===== config.mk =====
export PLATFORM = sky130hd
export DESIGN_NAME = ram_dma
export DESIGN_NICKNAME = d
export VERILOG_FILES = /design/src/rtl/ram_dma_pkg.sv /design/src/rtl/ram_dma_ctr.sv /design/src/rtl/ram_dma.sv
export SDC_FILE = /design/constraint.sdc
export NUM_CORES = 1
export LEC_CHECK = 0
export ABC_AREA = 1
export BUFFER_PORTS_ARGS = -buffer_cell sky130_fd_sc_hd__clkbuf_2
export CAP_MARGIN = 20
export CORE_MARGIN = 3
export CORE_UTILIZATION = 50
export CTS_BUF_LIST = sky130_fd_sc_hd__clkbuf_16
export DETAILED_ROUTE_END_ITERATION = 6
export GPL_TIMING_DRIVEN = 0
export PLACE_DENSITY_LB_ADDON = 0.15
export SLEW_MARGIN = 20
export SYNTH_ARGS = -nofsm -noshare
export SYNTH_HDL_FRONTEND = slang
export SYNTH_HIERARCHICAL = 1
export SYNTH_SLANG_ARGS = --single-unit

===== constraint.sdc =====
create_clock -name clk -period 2.3 [get_ports clk]
set_input_delay 0.115 -clock clk [delete_from_list [all_inputs] [get_ports clk]]
set_output_delay 0.115 -clock clk [all_outputs]
set_load 0.02 [all_outputs]

===== src/rtl/ram_dma_pkg.sv =====
// Shared definitions for the RAM copy engine: FSM encoding, register map and CTRL bit positions.
package ram_dma_pkg;

  typedef enum logic [2:0] {
    S_IDLE = 3'd0,
    S_REQ  = 3'd1,
    S_RD   = 3'd2,
    S_WR   = 3'd3,
    S_FIN  = 3'd4
  } state_t;

  localparam logic [1:0] REG_SRC  = 2'd0;
  localparam logic [1:0] REG_DST  = 2'd1;
  localparam logic [1:0] REG_LEN  = 2'd2;
  localparam logic [1:0] REG_CTRL = 2'd3;

  localparam int CTRL_START = 0;
  localparam int CTRL_ABORT = 1;
  localparam int CTRL_FILL  = 2;

endpackage


===== src/rtl/ram_dma_ctr.sv =====
// Address/count datapath: source and destination pointers (wrapping) plus a word counter.
module ram_dma_ctr
  import ram_dma_pkg::*;
#(
  parameter int ADDR_W = 8
) (
  input  logic              clk,
  input  logic              rst_n,
  input  logic              load,
  input  logic              step,
  input  logic [ADDR_W-1:0] src_ld,
  input  logic [ADDR_W-1:0] dst_ld,
  input  logic [ADDR_W-1:0] len_ld,
  output logic [ADDR_W-1:0] src,
  output logic [ADDR_W-1:0] dst,
  output logic [ADDR_W-1:0] src_nxt,
  output logic [ADDR_W-1:0] dst_nxt,
  output logic              zero_nxt
);

  logic [ADDR_W-1:0] cnt;

  // Pointers wrap naturally at 2^ADDR_W; zero_nxt flags that the current step retires the last word.
  assign src_nxt  = src + ADDR_W'(1);
  assign dst_nxt  = dst + ADDR_W'(1);
  assign zero_nxt = (cnt == ADDR_W'(1));

  always_ff @(posedge clk or negedge rst_n) begin
    if (!rst_n) begin
      src <= '0;
      dst <= '0;
      cnt <= '0;
    end else if (load) begin
      src <= src_ld;
      dst <= dst_ld;
      cnt <= len_ld;
    end else if (step) begin
      src <= src_nxt;
      dst <= dst_nxt;
      cnt <= cnt - ADDR_W'(1);
    end
  end

endmodule


===== src/rtl/ram_dma.sv =====
// RAM-to-RAM DMA: CPU-programmed SRC/DST/LEN copy, one word per RD+WR pair while granted.
// Fill mode (CTRL bit2, constant SRC pattern, one word per cycle) exists only with RAM_DMA_FILL_EN.
module ram_dma
  import ram_dma_pkg::*;
#(
  parameter int ADDR_W = 8,
  parameter int DATA_W = 16
) (
  input  logic              clk,
  input  logic              rst_n,
  input  logic              cfg_we,
  input  logic [1:0]        cfg_addr,
  input  logic [DATA_W-1:0] cfg_wdata,
  output logic              dma_req,
  input  logic              dma_gnt,
  output logic [ADDR_W-1:0] AddrRAM,
  output logic [DATA_W-1:0] DinRAM,
  input  logic [DATA_W-1:0] DoutRAM,
  output logic              write,
  output logic              CS,
  output logic              busy,
  output logic              done
);

`ifdef RAM_DMA_FILL_EN
  localparam int SRC_W = DATA_W;
`else
  localparam int SRC_W = ADDR_W;
`endif

  state_t            state;
  logic [SRC_W-1:0]  src_r;
  logic [ADDR_W-1:0] dst_r;
  logic [ADDR_W-1:0] len_r;
  logic [ADDR_W-1:0] src;
  logic [ADDR_W-1:0] dst;
  logic [ADDR_W-1:0] src_nxt;
  logic [ADDR_W-1:0] dst_nxt;
  logic              zero_nxt;
  logic              ctrl_wr;
  logic              start;
  logic              abort;
  logic              unused_wdata;

  assign unused_wdata = ^cfg_wdata;

  // Abort wins over start when both bits arrive together.
  assign ctrl_wr = cfg_we && (cfg_addr == REG_CTRL);
  assign abort   = ctrl_wr && busy && cfg_wdata[CTRL_ABORT];
  assign start   = ctrl_wr && !busy && (state == S_IDLE) &&
                   cfg_wdata[CTRL_START] && !cfg_wdata[CTRL_ABORT];

  always_ff @(posedge clk or negedge rst_n) begin
    if (!rst_n) begin
      src_r <= '0;
      dst_r <= '0;
      len_r <= '0;
    end else if (cfg_we && !busy) begin
      case (cfg_addr)
        REG_SRC: src_r <= cfg_wdata[SRC_W-1:0];
        REG_DST: dst_r <= cfg_wdata[ADDR_W-1:0];
        REG_LEN: len_r <= cfg_wdata[ADDR_W-1:0];
        default: ;
      endcase
    end
  end

`ifdef RAM_DMA_FILL_EN
  logic fill_r;

  always_ff @(posedge clk or negedge rst_n) begin
    if (!rst_n) begin
      fill_r <= 1'b0;
    end else if (start) begin
      fill_r <= cfg_wdata[CTRL_FILL];
    end
  end
`endif

  ram_dma_ctr #(
    .ADDR_W(ADDR_W)
  ) u_ctr (
    .clk     (clk),
    .rst_n   (rst_n),
    .load    (start),
    .step    (state == S_WR),
    .src_ld  (src_r[ADDR_W-1:0]),
    .dst_ld  (dst_r),
    .len_ld  (len_r),
    .src     (src),
    .dst     (dst),
    .src_nxt (src_nxt),
    .dst_nxt (dst_nxt),
    .zero_nxt(zero_nxt)
  );

  always_ff @(posedge clk or negedge rst_n) begin
    if (!rst_n) begin
      state   <= S_IDLE;
      dma_req <= 1'b0;
      busy    <= 1'b0;
      done    <= 1'b0;
      CS      <= 1'b0;
      write   <= 1'b0;
      AddrRAM <= '0;
      DinRAM  <= '0;
    end else begin
      done <= 1'b0;
      if (abort) begin
        state   <= S_IDLE;
        dma_req <= 1'b0;
        busy    <= 1'b0;
        CS      <= 1'b0;
        write   <= 1'b0;
        AddrRAM <= '0;
      end else begin
        case (state)
          S_IDLE: begin
            if (start) begin
              if (len_r == '0) begin
                state <= S_FIN;
              end else begin
                state   <= S_REQ;
                busy    <= 1'b1;
                dma_req <= 1'b1;
              end
            end
          end
          S_REQ: begin
            if (dma_gnt) begin
              CS <= 1'b1;
`ifdef RAM_DMA_FILL_EN
              if (fill_r) begin
                state   <= S_WR;
                write   <= 1'b1;
                AddrRAM <= dst;
                DinRAM  <= src_r;
              end else
`endif
              begin
                state   <= S_RD;
                write   <= 1'b0;
                AddrRAM <= src;
              end
            end
          end
          // Read data is captured straight into DinRAM, which doubles as the hold register.
          S_RD: begin
            state   <= S_WR;
            write   <= 1'b1;
            AddrRAM <= dst;
            DinRAM  <= DoutRAM;
          end
          S_WR: begin
            if (zero_nxt) begin
              state   <= S_FIN;
              busy    <= 1'b0;
              dma_req <= 1'b0;
              CS      <= 1'b0;
              write   <= 1'b0;
              AddrRAM <= '0;
            end else if (!dma_gnt) begin
              state   <= S_REQ;
              CS      <= 1'b0;
              write   <= 1'b0;
              AddrRAM <= '0;
            end else begin
`ifdef RAM_DMA_FILL_EN
              if (fill_r) begin
                AddrRAM <= dst_nxt;
              end else
`endif
              begin
                state   <= S_RD;
                write   <= 1'b0;
                AddrRAM <= src_nxt;
              end
            end
          end
          S_FIN: begin
            state <= S_IDLE;
            done  <= 1'b1;
          end
          default: state <= S_IDLE;
        endcase
      end
    end
  end

endmodule


==> results of run 1 <==
-- final timing paths --
path	to	slack (ns)	cells past startpoint
setup / recovery	u_ctr/src[3]$_DFFE_PN0P_	0.34	10
hold / removal	DinRAM[6]$_DFFE_PN0P_	0.01	3
hold reg to reg	DinRAM[13]$_DFFE_PN0P_	0.47	2
max in group asynchronous	state[2]$_DFFE_PN0P_	1.40	3
min in group asynchronous	u_ctr/cnt[5]$_DFFE_PN0P_	0.32	2
setup reg to reg	u_ctr/src[3]$_DFFE_PN0P_	0.34	10
-- through the flow --
| step | instance area (µm²) | util |
|---|---|---|
| finish | 4700 | 0.632 |
| global route | 4700 | 0.632 |
| CTS | 4700 | 0.632 |
| detailed placement | 4400 | 0.591 |
| global placement | 4370 | 0.587 |
| floorplan | 3960 | - |
-- placed cells by master, fill, tap and decap left out, drive strengths merged, types with 4 or more instances in the layout --
master and count:
clkbuf 72, nand3 48, nand4 4, nor2 33, a22oi 14, nand2 192
ha 4, inv 48, buf 11, dfrtp 79, o21ai 39
-- flip-flops by register name, summed over array words and instances, names as in the netlist, 8 cells and up --
signal / cells
dst_r: 8
AddrRAM: 8
src_r: 8
len_r: 8
u_ctr/dst: 8
DinRAM: 16
u_ctr/src: 8
u_ctr/cnt: 8
-- worst max-delay path: stages, from the launching register on --
cell and delay [ns]:
sky130_fd_sc_hd__dfrtp_1 0.46, sky130_fd_sc_hd__nor3_1 0.41, sky130_fd_sc_hd__inv_1 0.11, sky130_fd_sc_hd__nor2_1 0.15, sky130_fd_sc_hd__buf_6 0.16, sky130_fd_sc_hd__inv_2 0.06, sky130_fd_sc_hd__nand2_4 0.12, sky130_fd_sc_hd__inv_4 0.08
sky130_fd_sc_hd__buf_6 0.15, sky130_fd_sc_hd__nand2_1 0.07, sky130_fd_sc_hd__nand3_1 0.06
-- cell type report --
type                       instances  area (µm²)  share of cell area
buffer                            15         108              0.0229
clock buffer                       9         225              0.0479
clock inverter                     7        65.1              0.0138
inverter                          45         171              0.0364
multi-input combinational        359        1700               0.362
sequential                        79        1980               0.420
tap                               99         124              0.0263
timing repair buffer              60         330              0.0702
-- routing by layer --
layer  part of all wire  track usage
met1               0.47        0.332
met2               0.45        0.340
met3              0.065       0.0327
met4              0.014       0.0745
met5                  0            0
-- power breakdown --
group | total [mW] | internal (mW) | switching (mW)
logic | 2.01 | 0.752 | 1.25
registers | 2.53 | 1.97 | 0.559
clock network | 1.39 | 0.832 | 0.557
==> flow_summary.rst, run 1 <==
.. list-table::
   :header-rows: 1

   * - Metric
     - Value
   * - Outcome
     - finished, final reports clean
   * - Proportion of layout cells with a drive suffix above 1
     - 0.171
   * - Period utilisation layout
     - 0.852
   * - Number of maximum-capacitance constraint violations
     - 0
   * - Post-detailed-routing wire length
     - 9390 µm
   * - Power, Total
     - 5.93 mW
   * - Initial Util
     - 0.532
   * - Category of the critical setup timing path
     - flip-flop to flip-flop
   * - CTS sink count
     - 79
   * - Count of nets after finishing
     - 611
   * - WL/cell
     - 14.0 µm
   * - Worst setup SP type
     - flip-flop
   * - Count of input and output buffers
     - 58
   * - Worst path arrival time
     - 2.17 ns
   * - Final hold viol count
     - 0
   * - Global-route congestion overflow total
     - 0
   * - Detailed-router iteration count before antenna repair
     - 6
   * - Antenna-violating nets left
     - 0
   * - Number of design rule violations left after detail routing
     - 0
   * - Ratio of total power to cell area
     - 1260 nW/µm²
   * - Via count of the first global-routing pass
     - 3280
   * - Antenna cells
     - 0
   * - Top fanout value on the critical path
     - 10
   * - Clock-pin slew on the worst setup and hold paths
     - 0.06 ns
   * - Fin crit period
     - 1.96 ns
   * - Final Instance Count excl. Fillers
     - 673
   * - Max H-tree Level
     - 3
   * - Via total after detailed routing
     - 3568
   * - TritonCTS clock tree
     - yes
   * - Max-slew violation total from the final report
     - 0
   * - Number of ports placed on the die boundary
     - 67
   * - Root Buffer Master
     - sky130_fd_sc_hd__clkbuf_16
   * - Start point of the worst hold path
     - DoutRAM[6]
   * - Maximum buffer depth of the clock tree
     - 2
   * - Gpl congestion
     - 0.890
   * - Pin count of the biggest net entering global routing
     - 48
   * - Hold WS
     - 0.0122 ns
   * - DP Cell Count
     - 656
   * - Routed vias/inst
     - 5.30
   * - Die height
     - 95.0 µm
   * - Number of buffers inserted during clock tree synthesis
     - 9
   * - Total die area
     - 9020 µm²
   * - Post-synth design cell area
     - 3960 µm²
   * - Initial drt markers
     - 208
   * - Number of antenna violations at the first check in global routing
     - 0
   * - Average cell area after synthesis
     - 7.95 µm²
   * - Synthesis-to-finish area growth
     - 18.8%
   * - Gates resized, CTS repair
     - 0
   * - Relative slew margins
     - 0.609
   * - Leakage
     - 2.51 nW
   * - Worst ir drop on vdd
     - 0.663 mV
   * - Estimated wirelength of the detail-placed design
     - 6760 µm
   * - Post-Syn Nets
     - 540
   * - Achievable Freq
     - 0.510 GHz
   * - Post-placement setup slack
     - 0.400 ns
   * - Wire length of the first global-routing pass
     - 15700 µm
   * - RSZ-0062 raised after global routing
     - no
   * - Clock latency at the later pin of the worst-skew pair
     - 0.33 ns
   * - Setup Total Neg Slack
     - 0 ns
   * - Required @ worst endpoint
     - 2.51 ns
   * - Hold Buf Count CTS
     - 1
   * - Cells after synthesis
     - 498
   * - Clock skew
     - 0.00454 ns
   * - Yosys warning count
     - 6
   * - Worst reg2reg path startpoint
     - state[1]$_DFFE_PN0P_
   * - Endpoints failing setup
     - 0
   * - Die width
     - 95.0 µm
   * - Number of fill cells in the layout
     - 687
   * - Final worst slack
     - 0.340 ns
   * - Critical path capture point type
     - flip-flop
   * - Worst min-delay path category
     - input pin to flip-flop
   * - Total track usage
     - 0.225
   * - Worst Tran Pin Value
     - 0.582 ns
   * - Post-CTS setup-driven buffer insertion count
     - 0
   * - Row Count
     - 31
   * - Floorplan Core Area
     - 7450 µm²
   * - Worst setup path start
     - state[1]$_DFFE_PN0P_
Power figures use the tool's default switching activity.
==> run 2, diff against run 1 <==
--- a/config.mk
+++ b/config.mk
@@ -8,11 +8,13 @@
 export ABC_AREA = 1
 export BUFFER_PORTS_ARGS = -buffer_cell sky130_fd_sc_hd__clkbuf_2
 export CAP_MARGIN = 20
+export CORE_ASPECT_RATIO = 2
 export CORE_MARGIN = 3
 export CORE_UTILIZATION = 50
 export CTS_BUF_LIST = sky130_fd_sc_hd__clkbuf_16
 export DETAILED_ROUTE_END_ITERATION = 6
 export GPL_TIMING_DRIVEN = 0
+export MAX_ROUTING_LAYER = met4
 export PLACE_DENSITY_LB_ADDON = 0.15
 export SLEW_MARGIN = 20
 export SYNTH_ARGS = -nofsm -noshare
==> flow_summary.rst, run 2 (synthesized netlist as in run 1, its figures left out) <==
.. list-table::
   :header-rows: 1

   * - Metric
     - Value
   * - Highest cell delay on the worst timing path
     - 0.53 ns
   * - Number of flip-flops under the largest register name
     - 16
   * - Row Count
     - 45
   * - Relative slew margins
     - 0.544
   * - Count of nets after finishing
     - 611
   * - Floorplan Core Area
     - 7660 µm²
   * - Required @ worst endpoint
     - 2.52 ns
   * - Detailed-router iteration count before antenna repair
     - 4
   * - Clock share of power
     - 0.215
   * - DP Cell Count
     - 651
   * - Endpoints failing setup
     - 0
   * - Critical path capture point type
     - flip-flop
   * - Initial Util
     - 0.517
   * - Synthesis-to-finish area growth
     - 17.6%
   * - Max-slew violation total from the final report
     - 0
   * - Gates resized, CTS repair
     - 0
   * - Hold WS
     - 0.00609 ns
   * - Post-detailed-routing wire length
     - 9980 µm
   * - Worst reg2reg path startpoint
     - u_ctr/cnt[1]$_DFFE_PN0P_
   * - Design internal power
     - 3.43 mW
   * - Post-CTS setup-driven buffer insertion count
     - 0
   * - Via total after detailed routing
     - 3525
   * - Worst ir drop on vdd
     - 0.717 mV
   * - Number of design rule violations left after detail routing
     - 0
   * - Pin count of the biggest net entering global routing
     - 48
   * - Leakage
     - 2.50 nW
   * - Most numerous cell on the critical path
     - sky130_fd_sc_hd__nand2_1
   * - WL/cell
     - 14.9 µm
   * - Routed vias/inst
     - 5.28
   * - Most common library cell in the layout ignoring fill and taps
     - sky130_fd_sc_hd__nand2_1
   * - Max H-tree Level
     - 3
   * - Register ranked first by flip-flop count
     - DinRAM
   * - Share of power burned in combinational logic
     - 0.351
   * - RSZ-0062 raised after global routing
     - no
   * - Proportion of total power due to net switching
     - 0.404
   * - Worst Tran Pin Value
     - 0.679 ns
   * - Category of the critical setup timing path
     - flip-flop to flip-flop
   * - Initial drt markers
     - 234
   * - Antenna cells
     - 0
   * - Total track usage
     - 0.245
   * - Count of input and output buffers
     - 58
   * - Clock-pin slew on the worst setup and hold paths
     - 0.06 ns
   * - CTS sink count
     - 79
   * - Die height
     - 132 µm
   * - Ratio of total power to cell area
     - 1240 nW/µm²
   * - Fin crit period
     - 1.94 ns
   * - Wire length of the first global-routing pass
     - 16100 µm
   * - Outcome
     - finished, final reports clean
   * - Total die area
     - 9090 µm²
   * - Achievable Freq
     - 0.515 GHz
   * - Setup slack of the worst register-to-register path
     - 0.36 ns
   * - Worst setup path start
     - u_ctr/cnt[1]$_DFFE_PN0P_
   * - Power share of the sequential group
     - 0.434
   * - Worst setup SP type
     - flip-flop
   * - Via count of the first global-routing pass
     - 3432
   * - Fraction of met1 tracks used by global routing
     - 0.241
   * - Worst path arrival time
     - 2.16 ns
   * - Start point of the worst hold path
     - DoutRAM[9]
   * - Setup Total Neg Slack
     - 0 ns
   * - Final hold viol count
     - 0
   * - Antenna-violating nets left
     - 0
   * - Period utilisation layout
     - 0.844
   * - Global-route congestion overflow total
     - 0
   * - Clock skew
     - 0.00667 ns
   * - Chain of cells forming the critical path
     - inv_1 > ha_1 > nand3_1 > nor3_1 > inv_1 > nand2_1 > nor2_1 > nor2_1 > nand2_1 > nand2_1 > o21bai_1
   * - Global route hottest layer
     - met2
   * - Power, Total
     - 5.76 mW
   * - Final Instance Count excl. Fillers
     - 668
   * - Top fanout value on the critical path
     - 4
   * - Gpl congestion
     - 0.902
   * - Met2 usage in global routing
     - 0.430
   * - Number of ports placed on the die boundary
     - 67
   * - Estimated wirelength of the detail-placed design
     - 7710 µm
   * - Root Buffer Master
     - sky130_fd_sc_hd__clkbuf_16
   * - Clock latency at the later pin of the worst-skew pair
     - 0.34 ns
   * - Number of fill cells in the layout
     - 745
   * - TritonCTS clock tree
     - yes
   * - Die width
     - 68.9 µm
   * - Number of antenna violations at the first check in global routing
     - 0
   * - Number of buffers inserted during clock tree synthesis
     - 9
   * - Number of maximum-capacitance constraint violations
     - 0
   * - Met3 capacity usage during global routing
     - 0.0401
   * - Proportion of layout cells with a drive suffix above 1
     - 0.167
   * - Worst min-delay path category
     - input pin to flip-flop
   * - Worst-path cell with the longest stage delay
     - sky130_fd_sc_hd__nor3_1
   * - Net switching power
     - 2.33 mW
   * - Most frequent cells in the layout
     - sky130_fd_sc_hd__nand2_1, sky130_fd_sc_hd__dfrtp_1, sky130_fd_sc_hd__clkbuf_2
   * - Maximum buffer depth of the clock tree
     - 2
-- run 2: final cells by class --
class / instances / area, µm² / share of cell area
sequential: 79 / 1980 / 0.425
multi-input combinational: 359 / 1700 / 0.366
inverter: 45 / 171 / 0.0368
clock inverter: 7 / 31.3 / 0.00672
clock buffer: 9 / 225 / 0.0484
buffer: 15 / 108 / 0.0231
tap: 94 / 118 / 0.0253
timing repair buffer: 60 / 323 / 0.0693
-- run 2: power groups by stage --
stage,Clock [mW],Combinational (mW),Sequential [mW]
after floorplan,0,1.21,2.61
after global placement,0,1.97,2.50
after detailed placement,0,2.03,2.51
after CTS,1.25,2.05,2.49
after global routing,1.31,2.33,2.58
final,1.24,2.02,2.50
-- run 2: worst paths after layout --
path	end	cells past startpoint
worst min register to register	DinRAM[15]$_DFFE_PN0P_	2
worst min-delay path	DinRAM[9]$_DFFE_PN0P_	3
worst max-delay path	state[0]$_DFFE_PN0P_	11
worst max register to register	state[0]$_DFFE_PN0P_	11
min in group asynchronous	dst_r[1]$_DFFE_PN0P_	2
max in group asynchronous	u_ctr/cnt[5]$_DFFE_PN0P_	3
-- run 2: per-layer routing --
layer,vias up,share of wire
met3,32,0.041
li1,1745,-
met2,100,0.55
met5,-,0
met4,0,0.044
met1,1648,0.37
-- run 2: per-stage QoR --
step	worst slack, ns	cell area, µm²	util
after global routing	0.189	4660	0.608
final	0.358	4660	0.608
after floorplan	0.661	3960	-
after detailed placement	0.340	4390	0.573
after global placement	0.331	4370	0.570
after CTS	0.319	4660	0.608
-- run 2: repair_timing --
action	CTS	global route
endpoints found under the setup margin	0	0
hold buffers	1	0
hold endpoints to repair	46	0
-- run 2: worst max-delay path: cells and delay by family (launching register included) --
family                     cells  cell delay (ns)
buffers and inverters          2             0.26
and+or+nand+nor                7             0.96
adders and majority gates      1             0.17
AOI/OAI and AO/OA              1             0.06
DFF                            1             0.37
